File: config.mk
export PLATFORM = sky130hd
export DESIGN_NAME = pipe_ctrl
export DESIGN_NICKNAME = d
export VERILOG_FILES = /design/src/rtl/pipe_ctrl.sv
export SDC_FILE = /design/constraint.sdc
export NUM_CORES = 1
export LEC_CHECK = 0
export CAP_MARGIN = 0
export CORE_ASPECT_RATIO = 1.2
export CORE_MARGIN = 3
export CORE_UTILIZATION = 30
export DETAILED_ROUTE_END_ITERATION = 10
export HOLD_SLACK_MARGIN = 0.15
export PLACE_DENSITY = 0.57
export SKIP_CTS_REPAIR_TIMING = 1
export SYNTH_ARGS = -nofsm -noshare
export SYNTH_HDL_FRONTEND = slang
export SYNTH_SLANG_ARGS = --single-unit
File: constraint.sdc
create_clock -name clk -period 2.64 [get_ports clk]
set_input_delay 0.264 -clock clk [delete_from_list [all_inputs] [get_ports clk]]
set_output_delay 0.264 -clock clk [all_outputs]
set_load 0.05 [all_outputs]
File: src/rtl/pipe_ctrl.sv
// Hazard and flush sequencer for the pipelined core: drives pc_manager's stop and
// the hold/flush controls of IF/ID, ID/EX and EX/MEM, plus saturating debug counters.
module pipe_ctrl #(
    parameter int FLUSH_DEPTH = 2,
    parameter int CNT_W       = 16
) (
    input  logic             clk,
    input  logic             rst_n,
    input  logic             break_pipe,
    input  logic [4:0]       id_rs1,
    input  logic [4:0]       id_rs2,
    input  logic             id_use_rs1,
    input  logic             id_use_rs2,
    input  logic [4:0]       ex_rd,
    input  logic             ex_is_load,
    input  logic             mem_busy,
    input  logic             halt_req,
    input  logic             resume,
    output logic             pc_stop,
    output logic             if_id_hold,
    output logic             if_id_flush,
    output logic             id_ex_flush,
    output logic             ex_mem_hold,
    output logic             halted,
    output logic [1:0]       state,
    output logic [CNT_W-1:0] stall_cnt,
    output logic [CNT_W-1:0] flush_cnt
);

    typedef enum logic [1:0] {
        RUN     = 2'd0,
        FLUSH   = 2'd1,
        MEMWAIT = 2'd2,
        HALT    = 2'd3
    } state_t;

    localparam logic [3:0] RELOAD = 4'(FLUSH_DEPTH - 1);

    state_t           state_q, state_d;
    logic [3:0]       fcnt_q, fcnt_d;
    logic [CNT_W-1:0] stall_cnt_q, stall_cnt_d;
    logic [CNT_W-1:0] flush_cnt_q, flush_cnt_d;
    logic             load_use;
    logic             stall_inc;
    logic             flush_inc;

    function automatic logic [CNT_W-1:0] sat_inc(input logic [CNT_W-1:0] v);
        return (&v) ? v : v + {{(CNT_W-1){1'b0}}, 1'b1};
    endfunction

    assign load_use = ex_is_load && (ex_rd != 5'd0) &&
                      ((id_use_rs1 && (id_rs1 == ex_rd)) ||
                       (id_use_rs2 && (id_rs2 == ex_rd)));

    always_comb begin
        state_d     = state_q;
        fcnt_d      = fcnt_q;
        pc_stop     = 1'b0;
        if_id_hold  = 1'b0;
        if_id_flush = 1'b0;
        id_ex_flush = 1'b0;
        ex_mem_hold = 1'b0;
        halted      = 1'b0;
        stall_inc   = 1'b0;
        flush_inc   = 1'b0;

        unique case (state_q)
            RUN: begin
                if (halt_req) begin
                    pc_stop     = 1'b1;
                    if_id_flush = 1'b1;
                    id_ex_flush = 1'b1;
                    state_d     = HALT;
                end else if (break_pipe) begin
                    if_id_flush = 1'b1;
                    id_ex_flush = 1'b1;
                    flush_inc   = 1'b1;
                    if (FLUSH_DEPTH > 1) begin
                        state_d = FLUSH;
                        fcnt_d  = RELOAD;
                    end
                end else if (mem_busy) begin
                    pc_stop     = 1'b1;
                    if_id_hold  = 1'b1;
                    ex_mem_hold = 1'b1;
                    stall_inc   = 1'b1;
                    state_d     = MEMWAIT;
                end else if (load_use) begin
                    pc_stop     = 1'b1;
                    if_id_hold  = 1'b1;
                    id_ex_flush = 1'b1;
                    stall_inc   = 1'b1;
                end
            end
            FLUSH: begin
                // IF/ID keeps being flushed even while memory stalls the back end
                if_id_flush = 1'b1;
                if (halt_req) begin
                    pc_stop     = 1'b1;
                    id_ex_flush = 1'b1;
                    state_d     = HALT;
                end else if (break_pipe) begin
                    id_ex_flush = 1'b1;
                    flush_inc   = 1'b1;
                    fcnt_d      = RELOAD;
                end else if (mem_busy) begin
                    pc_stop     = 1'b1;
                    ex_mem_hold = 1'b1;
                    stall_inc   = 1'b1;
                end else begin
                    fcnt_d = fcnt_q - 4'd1;
                    if (fcnt_q == 4'd1) state_d = RUN;
                end
            end
            MEMWAIT: begin
                if (halt_req) begin
                    pc_stop     = 1'b1;
                    if_id_flush = 1'b1;
                    id_ex_flush = 1'b1;
                    state_d     = HALT;
                end else if (mem_busy) begin
                    pc_stop     = 1'b1;
                    if_id_hold  = 1'b1;
                    ex_mem_hold = 1'b1;
                    stall_inc   = 1'b1;
                end else begin
                    state_d = RUN;
                end
            end
            HALT: begin
                halted      = 1'b1;
                pc_stop     = 1'b1;
                if_id_hold  = 1'b1;
                ex_mem_hold = 1'b1;
                if (resume && !halt_req) state_d = RUN;
            end
            default: state_d = RUN;
        endcase

        // Reset overrides everything so the pipeline fills with NOPs
        if (!rst_n) begin
            state_d     = RUN;
            fcnt_d      = 4'd0;
            pc_stop     = 1'b1;
            if_id_hold  = 1'b0;
            if_id_flush = 1'b1;
            id_ex_flush = 1'b1;
            ex_mem_hold = 1'b0;
            halted      = 1'b0;
            stall_inc   = 1'b0;
            flush_inc   = 1'b0;
        end

        stall_cnt_d = stall_inc ? sat_inc(stall_cnt_q) : stall_cnt_q;
        flush_cnt_d = flush_inc ? sat_inc(flush_cnt_q) : flush_cnt_q;
    end

    always_ff @(posedge clk) begin
        if (!rst_n) begin
            state_q     <= RUN;
            fcnt_q      <= 4'd0;
            stall_cnt_q <= '0;
            flush_cnt_q <= '0;
        end else begin
            state_q     <= state_d;
            fcnt_q      <= fcnt_d;
            stall_cnt_q <= stall_cnt_d;
            flush_cnt_q <= flush_cnt_d;
        end
    end

    assign state     = state_q;
    assign stall_cnt = stall_cnt_q;
    assign flush_cnt = flush_cnt_q;

endmodule
# After elaboration in Yosys (flattened, before gate mapping)
# Cells that the tools add are included.
[word_totals]
regBits = 38
latchBits = 0
ramBits = 0
mem_bits_ro = 0
in_bits = 24
out_inout_bits = 40
mem_count = 0
[op_classes]
n_addsub = 3
mul = 0
n_div = 0
magnitude_cmp = 0
n_eq_ne = 16
n_shift = 0
mux = 51
bitwise = 2
reduce_logical = 17
[op_table]
columns = ["cell", "count"]
rows = [
  ["adder 16 x 1 -> 16 bit (second input constant)", 2],
  ["AND reduction 16 bit", 2],
  ["two-way mux 1 bit", 28],
  ["two-way mux 2 bit", 10],
  ["two-way mux 4 bit", 5],
  ["inequality test 3 bit (second input constant)", 5],
  ["case mux 1 bit (3 select lines)", 5],
  ["== test 5 bit", 2],
  ["inequality test 2 bit (second input constant)", 4],
  ["case mux 2 bit (4 select lines)", 1],
  ["case mux 4 bit (2 select lines)", 1],
  ["AND reduction 6 bit", 1],
  ["logical AND 1 bit", 5],
  ["AND reduction 5 bit", 1],
  ["nonzero test 5 bit", 1],
  ["== test 2 bit (second input constant)", 2],
  ["== test 4 x 1 -> 1 bit (second input constant)", 1],
  ["inequality test 4 bit (second input constant)", 1],
  ["case mux 1 bit (4 select lines)", 1],
  ["AND reduction 2 bit", 2],
  ["subtractor 4 x 1 -> 4 bit (second input constant)", 1],
  ["== test 2 x 1 -> 1 bit (second input constant)", 1],
  ["logical NOT 2 bit", 1],
  ["NOT 1 bit", 2],
  ["other kinds (4)", 4],
]

# Longest topological paths before layout
# Gate-level depths: netlist (run 1).
[depth]
ltp_word = 11
depth_mapped = 12
ltp_nobuf = 8

# Worst setup path after synthesis (run 1)
# Ideal clock, no wire load.
[synth_timing]
path_kind = "reg2out"
from = "register state_q[0], in the netlist state[0]"
to = "output pc_stop"
arrival_time_ps = 3035
t_required_ps = 2376
slack_ps = -659
stages_incl_launch_ff = 4
path_buffers = 0
path_cell_list = "dfxtp_1 > inv_1 > ha_1 > o311ai_0"
[synth_via]
elab_chain_cells = 3
[synth_rtl]
columns = ["item", "line_no", "text"]
rows = [
  ["from (decl)", "39", "state_t state_q, state_d;"],
  ["from (signal assigned)", "165", "state_q <= state_d;"],
  ["== test 2 bit, or another cell as far along", "67", "unique case (state_q)"],
  ["case mux 1 bit (4 select lines) (*)", "67", ""],
  ["two-way mux 1 bit (*)", "141", "if (!rst_n) begin"],
  ["to (decl)", "19", "output logic pc_stop,"],
]
# Mark *: on every way between the ends. The rest lies on a longest branch, timed or not.

# Worst setup path after layout (run 1)
[layout_timing]
from = "input ex_rd[2]"
to = "output if_id_hold"
[layout_via]
elab_chain_cells = 10
[layout_rtl]
columns = ["item", "line_no", "text"]
rows = [
  ["from (decl)", "14", "input logic [4:0] ex_rd,"],
  ["== test 5 bit, on equally long branches", "52, 53", ""],
  ["logical AND 1 bit, on equally long branches", "52, 53", ""],
  ["logical OR 1 bit", "52", "((id_use_rs1 && (id_rs1 == ex_rd)) ||"],
  ["logical AND 1 bit (*)", "51", "assign load_use = ex_is_load && (ex_rd != 5'd0) &&"],
  ["two-way mux 1 bit (*)", "88", "end else if (load_use) begin"],
  ["two-way mux 1 bit (*)", "82", "end else if (mem_busy) begin"],
  ["two-way mux 1 bit (*)", "74", "end else if (break_pipe) begin"],
  ["two-way mux 1 bit (*)", "69", "if (halt_req) begin"],
  ["case mux 1 bit (3 select lines) (*)", "67", ""],
  ["two-way mux 1 bit (*)", "141", ""],
  ["to (decl)", "20", "output logic if_id_hold,"],
]
# Marks and branches as above.

==> metrics.md, run 1 <==
| Metric | Value |
|---|---|
| Setup ws final | roughly 0.15 ns |
| Flop pwr share | 0.355 |
| Max-Cap Viols | 0 |
| Unique masters post-synth | 48 |
| Sw Pwr | about 0.0007 W |
| First-pass GRT wire length | roughly 9.3 mm |
| Row Count | 33 |
| Clk pwr share | 0.227 |
| Num ports | 64 |
| Share of cells above drive strength 1 | 0.0971 |
| Unrepaired setup endpoints after global routing | no |
| Max Buffers Root-to-Sink | 2 |
| Most frequently used flop master after synthesis | dfxtp_1 |
| Largest net degree at the start of global routing | 32 |
| Buffers added on ports | between 60 and 70 |
| Final hold violations | 0 |
| Max-slew headroom | 0.630 |
| Req. time, crit path | about 2.4 ns |
| CP arrival | ~2.2 ns |
| Max Transition Viols Final | 0 |
| Number of synthesized flops with an enable pin | 0 |
| Post-Synthesis Cells | around 270 |
| CTS Root Cell | clkbuf_8 |
| Wirelength, routed | between 5 and 6 mm |
| Static leakage | ~1.1 nW |
| Mapped Area | 0.00224 mm^2 |
| Post-synth ARST share | 0 |
| Endpoint type of the worst setup path | output pin |
| Final Wtd Congestion | roughly 0.8 |
| TNS Setup | 0 ns |
| Total iterations of the first detailed-routing run | 4 |
| Die area | roughly 0.0086 mm^2 |
| Drt drc | 0 |
| Vias post-DR | between 2,000 and 2,500 |
| Critical Path Start Type | input port |
| Cell Pwr Density | 587 mW/mm^2 |
| Antenna-violating nets left | 0 |
| Setup WS pre-CTS | around 0.093 ns |
| Initial antenna violation count | 0 |
| Crit-path max FO | 3 |
| Grt total ovfl | 0 |
| Synth Net Count | approximately 300 |
| Die W | between 80 and 90 um |
| Global Route Usage Sum | 0.131 |
| Net Sw Frac | 0.378 |
| Period utilization | 0.942 |
| Cell Int Power | 0.00115 W |
| H-tree depth | 2 |
| CP Class | input port to output pin |
| CTS Sinks | 38 |
| Area Overhead vs Synth | 40.0% |
| N_diodes | 0 |
| TritonCTS buffer count | 5 |
| Clock latency at the later pin of the worst-skew pair | 0.29 ns |
| Worst vdd ir | roughly 300 uV |
| Iter 0 DRT Violations | 28 |
| Status | finished clean |
| Avg WL per Cell | 13.3 um |
| Core area | between 0.007 and 0.008 mm^2 |
| F_max | around 0.4 GHz |
| Vias in the first global route | 2,071 |
| Skew final | between 0.01 and 0.015 ns |
| Reg clk slew, reported paths | ~0.080 ns |
| Nets | between 300 and 400 |
| Yosys top cell area share | 0.339 |
| Comb pwr share | 0.418 |
| Initial Utilization | 0.318 |
| Synth area leader | dfxtp_1 |
| Fin crit period | ~2.5 ns |
| Via-per-instance ratio | between 5 and 6 |
| Synth area leaders | dfxtp_1, xor2_1, ha_1, nor2_1, a21oi_1 |
| Final setup fails | 0 |
| Yosys reg bits | 38 |
| Worst Hold Class | register to register |
| Sequential area share after synthesis | 0.339 |
| Post-DP HPWL | between 4 and 5 mm |
| CTS tree | yes |
| Warnings, synthesis | 0 |
| Worst-margin pin slew | about 0.55 ns |
| Syn Area/Cell | about 8.3 um^2 |
| Chip Height | 101 um |
[through the flow]
stage | utilization | area [um^2] | hold slack [ns] | std cells | total power, W
after floorplan | - | 2250 | 0.481 | 271 | 0.00116
final | 0.445 | 3140 | 0.523 | 427 | 0.00185
after CTS | 0.445 | 3140 | 0.523 | 427 | 0.00187
after detailed placement | 0.431 | 3040 | 0.509 | 419 | 0.00144
after global placement | 0.431 | 3040 | 0.495 | 419 | 0.00144
after global routing | 0.445 | 3140 | 0.547 | 427 | 0.00195
[power by group through the flow]
stage	sequential, W	clock [W]	combinational, W
floorplan	0.000728	0	0.000437
global placement	0.000667	0	0.000771
detailed placement	0.000667	0	0.000771
CTS	0.000655	0.000437	0.000774
global route	0.000661	0.000454	0.000833
finish	0.000655	0.000420	0.000770
[cells in the mapped netlist, types with 2 or more instances]
library cell  instances
ha_1                  9
or4_1                 5
o211ai_1              2
mux2i_1               2
o311ai_0              2
o31ai_1               7
buf_6                 3
dfxtp_1              38
a31oi_1               4
clkbuf_1              3
and4_1                5
o21ai_0              16
nand2_1              15
o21a_1                2
a21oi_1              19
a211oi_1              4
xnor2_1               5
nand4_1              11
nand2b_1              2
nor2_1               29
xor2_1               21
nor4_1                5
buf_2                 2
nand3_1              13
and3_1                4
or3_2                 2
buf_4                 2
inv_1                11
nor3_1                4
or3_1                 6
[logic make-up after synthesis]
| logic type | Yosys count | share of synthesized area |
|---|---|---|
| compound gates | 63 | 0.182 |
| mux | 2 | 0.00892 |
| flops | 38 | 0.339 |
| buf+inv | 23 | 0.0530 |
| fa+ha+maj | 9 | 0.0502 |
| xor+xnor | 26 | 0.102 |
| simple gates | 110 | 0.265 |
[area by class of cell]
cell class | count | area (um^2)
Clock inverter | 2 | 12.5
Tap cell | 87 | 109
Multi-Input combinational cell | 210 | 1370
Fill cell | 711 | 3920
Sequential cell | 38 | 763
Inverter | 12 | 45.0
Timing Repair Buffer | 72 | 758
Clock buffer | 6 | 82.6
[critical path: stages]
cell,delay (ns)
clkdlybuf4s50_1,0.46
xor2_1,0.19
nor4_1,0.29
a32oi_1,0.21
nor2_2,0.19
o21ai_0,0.13
a211oi_2,0.32
buf_12,0.18
[placed cells by master, fill, tap and decap left out, types with 2 or more instances in the layout]
cell type	count
a211oi_1	3
a21oi_1	19
a31oi_1	4
and3_1	4
and4_1	5
buf_12	6
buf_4	9
clkbuf_8	6
clkdlybuf4s50_1	57
dfxtp_1	36
dfxtp_2	2
ha_1	9
inv_1	11
mux2i_1	2
nand2_1	15
nand2b_1	2
nand3_1	13
nand4_1	11
nor2_1	28
nor3_1	4
nor4_1	5
o211ai_1	2
o21a_1	2
o21ai_0	16
o31ai_1	7
or3_1	6
or3_2	2
or4_1	5
xnor2_1	5
xor2_1	21
[worst paths after layout]
path	slack (ns)	to	cells past startpoint	start
hold reg to reg	0.52	stall_cnt[5]	2	stall_cnt[5]
hold / removal	0.52	stall_cnt[5]	2	stall_cnt[5]
setup / recovery	0.15	if_id_hold	8	ex_rd[2]
setup reg to reg	0.31	stall_cnt[9]	9	state[0]
[state kept, by name, summed over array words and instances, names as in the netlist]
signal / count
stall_cnt: 16
state: 2
flush_cnt: 16
fcnt_q: 4
[metal layers]
metal  GRT usage  wire length [um]
met1       0.159              2600
met2       0.225              2710
met3      0.0433               336
met4      0.0292                53
met5           0                 0
No activity file was read; power rests on OpenSTA's default activity.
==> run 2, diff against run 1 <==
- CORE_ASPECT_RATIO: 1.2 -> 1.75
- CORE_UTILIZATION: 30 -> 41
- PLACE_DENSITY: 0.57 -> 0.72
- SETUP_SLACK_MARGIN: unset -> 0.3
==> run 2 against run 1 <==
  * Clock power down 1%
  * Flip-flop and latch count unchanged
  * Routed wire length rose by 0.61%
  * Non-clock buffer count up 2
  * Clock skew is 0.0042 ns lower
  * Combinational power about the same
  * First-iteration DRC count rose to 3.6 times the previous value
  * Global-route usage up 5.2 points
  * Clock-buffer cell count stayed put
  * Die area shrank 25%
  * Hold slack worse by 0.0029 ns
  * Critical path depth increased by 1
  * Largest cell class unchanged
==> metrics.md, run 2 (synthesis gave the netlist of run 1 again) <==
| Metric | Value |
|---|---|
| Status | finished clean |
| Endpoint type of the worst setup path | output pin |
| Period utilization | 0.888 |
| Initial Utilization | 0.423 |
| CP arrival | between 2 and 2.5 ns |
| Critical Path Start | id_rs1[1] |
| Max-Cap Viols | 0 |
| Fin crit period | approximately 2.3 ns |
| Largest net degree at the start of global routing | 29 |
| Post-place instance area | just over 0.003 mm^2 |
| Final setup fails | 0 |
| H-tree depth | 2 |
| Grt total ovfl | 0 |
| Avg WL per Cell | 13.8 um |
| Tot Pwr | roughly 0.0018 W |
| CP Class | input port to output pin |
| Reg-to-Reg Start | state[0] |
| Commonest non-fill, non-tap cell in the layout | clkdlybuf4s50_1 |
| Max Buffers Root-to-Sink | 2 |
| Non-filler cells, final | 416 |
| Die area | approximately 0.0064 mm^2 |
| Chip Height | between 100 and 150 um |
| Total iterations of the first detailed-routing run | 4 |
| Max-slew headroom | 0.639 |
| Multi-input combinational cell area | 0.00142 mm^2 |
| Antenna-violating nets left | 0 |
| First-pass GRT wire length | 9.40 mm |
| Skew final | roughly 0.0063 ns |
| Worst vdd ir | between 400 and 500 uV |
| Reg clk slew, reported paths | 0.08 ns |
| Final Wtd Congestion | 0.824 |
| Max Transition Viols Final | 0 |
| Filler cells | between 400 and 500 |
| Finished Core Util | 0.602 |
| Worst Hold Class | register to register |
| Initial antenna violation count | 0 |
| Worst reg2reg setup slack | between 0.3 and 0.4 ns |
| TNS Setup | 0 ns |
| Crit-path max FO | 3 |
| Via-per-instance ratio | between 5 and 6 |
| Num ports | 64 |
| Crit-path cells | clkdlybuf4s50_1, xor2_1, nor4_2, a32oi_2, nor2_2, nor2_2, o311ai_2, buf_4, buf_12 |
| Final hold violations | 0 |
| CTS Sinks | 38 |
| Clock latency at the later pin of the worst-skew pair | 0.29 ns |
| Worst-margin pin slew | between 0.5 and 0.6 ns |
| Vias post-DR | 2,270 |
| Crit path largest cell delay | 0.42 ns |
| TritonCTS buffer count | 5 |
| Worst hold path startpoint | stall_cnt[10] |
| Static leakage | 1.16 nW |
| Layout Cell Area excl Fill | around 0.0032 mm^2 |
| Share of cells above drive strength 1 | 0.135 |
| Buffers added on ports | 63 |
| N_diodes | 0 |
| Global Route Usage Sum | 0.183 |
| CP dominant cell by count | nor2_2 |
| Critical Path Start Type | input port |
| CTS tree | yes |
| Nets | between 300 and 400 |
| Row Count | 35 |
| Drt drc | 0 |
| Post-DP HPWL | about 4.4 mm |
| Die W | roughly 62 um |
| Vias in the first global route | between 2,000 and 2,500 |
| Sequential Area | about 770 um^2 |
| Iter 0 DRT Violations | slightly above 100 |
| Most frequent cells in the layout | clkdlybuf4s50_1, dfxtp_1, nor2_1 |
| Crit-path slowest cell | clkdlybuf4s50_1 |
| Inst Count DP | 408 |
| Unrepaired setup endpoints after global routing | yes |
| Req. time, crit path | 2.38 ns |
| F_max | ~0.43 GHz |
| Cell Pwr Density | between 500 and 600 mW/mm^2 |
| Area Overhead vs Synth | 42.2% |
| Wirelength, routed | 5.73 mm |
| Core area | between 0.005 and 0.006 mm^2 |
| CTS Root Cell | clkbuf_8 |
## run 2: metal layers
metal / track usage / up-vias / share of wire
met1: 0.206 / 1071 / 0.38
met3: 0.0422 / 13 / 0.054
met5: 0 / - / 0
met2: 0.325 / 57 / 0.54
li1: - / 1129 / -
met4: 0.0531 / 0 / 0.020
## run 2: final cells by class
type / instances / share of cell area
Sequential cell: 38 / 0.241
Tap cell: 74 / 0.0290
Clock buffer: 6 / 0.0259
Inverter: 12 / 0.0141
Multi-Input combinational cell: 210 / 0.445
Timing Repair Buffer: 74 / 0.241
Clock inverter: 2 / 0.00392
## run 2: power by group
part	switching [W]	internal [W]
clock	0.000206	0.000210
sequential	0.0000440	0.000617
combinational	0.000453	0.000319
total	0.000703	0.00115
## run 2: final timing paths
kind	end	cells past startpoint
worst min register to register	stall_cnt[10]	2
worst min-delay path	stall_cnt[10]	2
worst max register to register	stall_cnt[5]	8
worst max-delay path	pc_stop	9
## run 2: critical path, delay by kind of cell
kind / cells / cell delay [ns]
xor gates and xnor gates: 1 / 0.16
and+or+nand+nor: 3 / 0.53
AOI/OAI and AO/OA: 2 / 0.40
buffers and inverters: 3 / 0.71
## run 2: metrics by stage
stage	setup WS, ns	hold WS, ns
global placement	0.140	0.499
CTS	0.0499	0.525
detailed placement	0.0532	0.509
finish	0.295	0.521
global route	0.189	0.562
floorplan	0.108	0.481
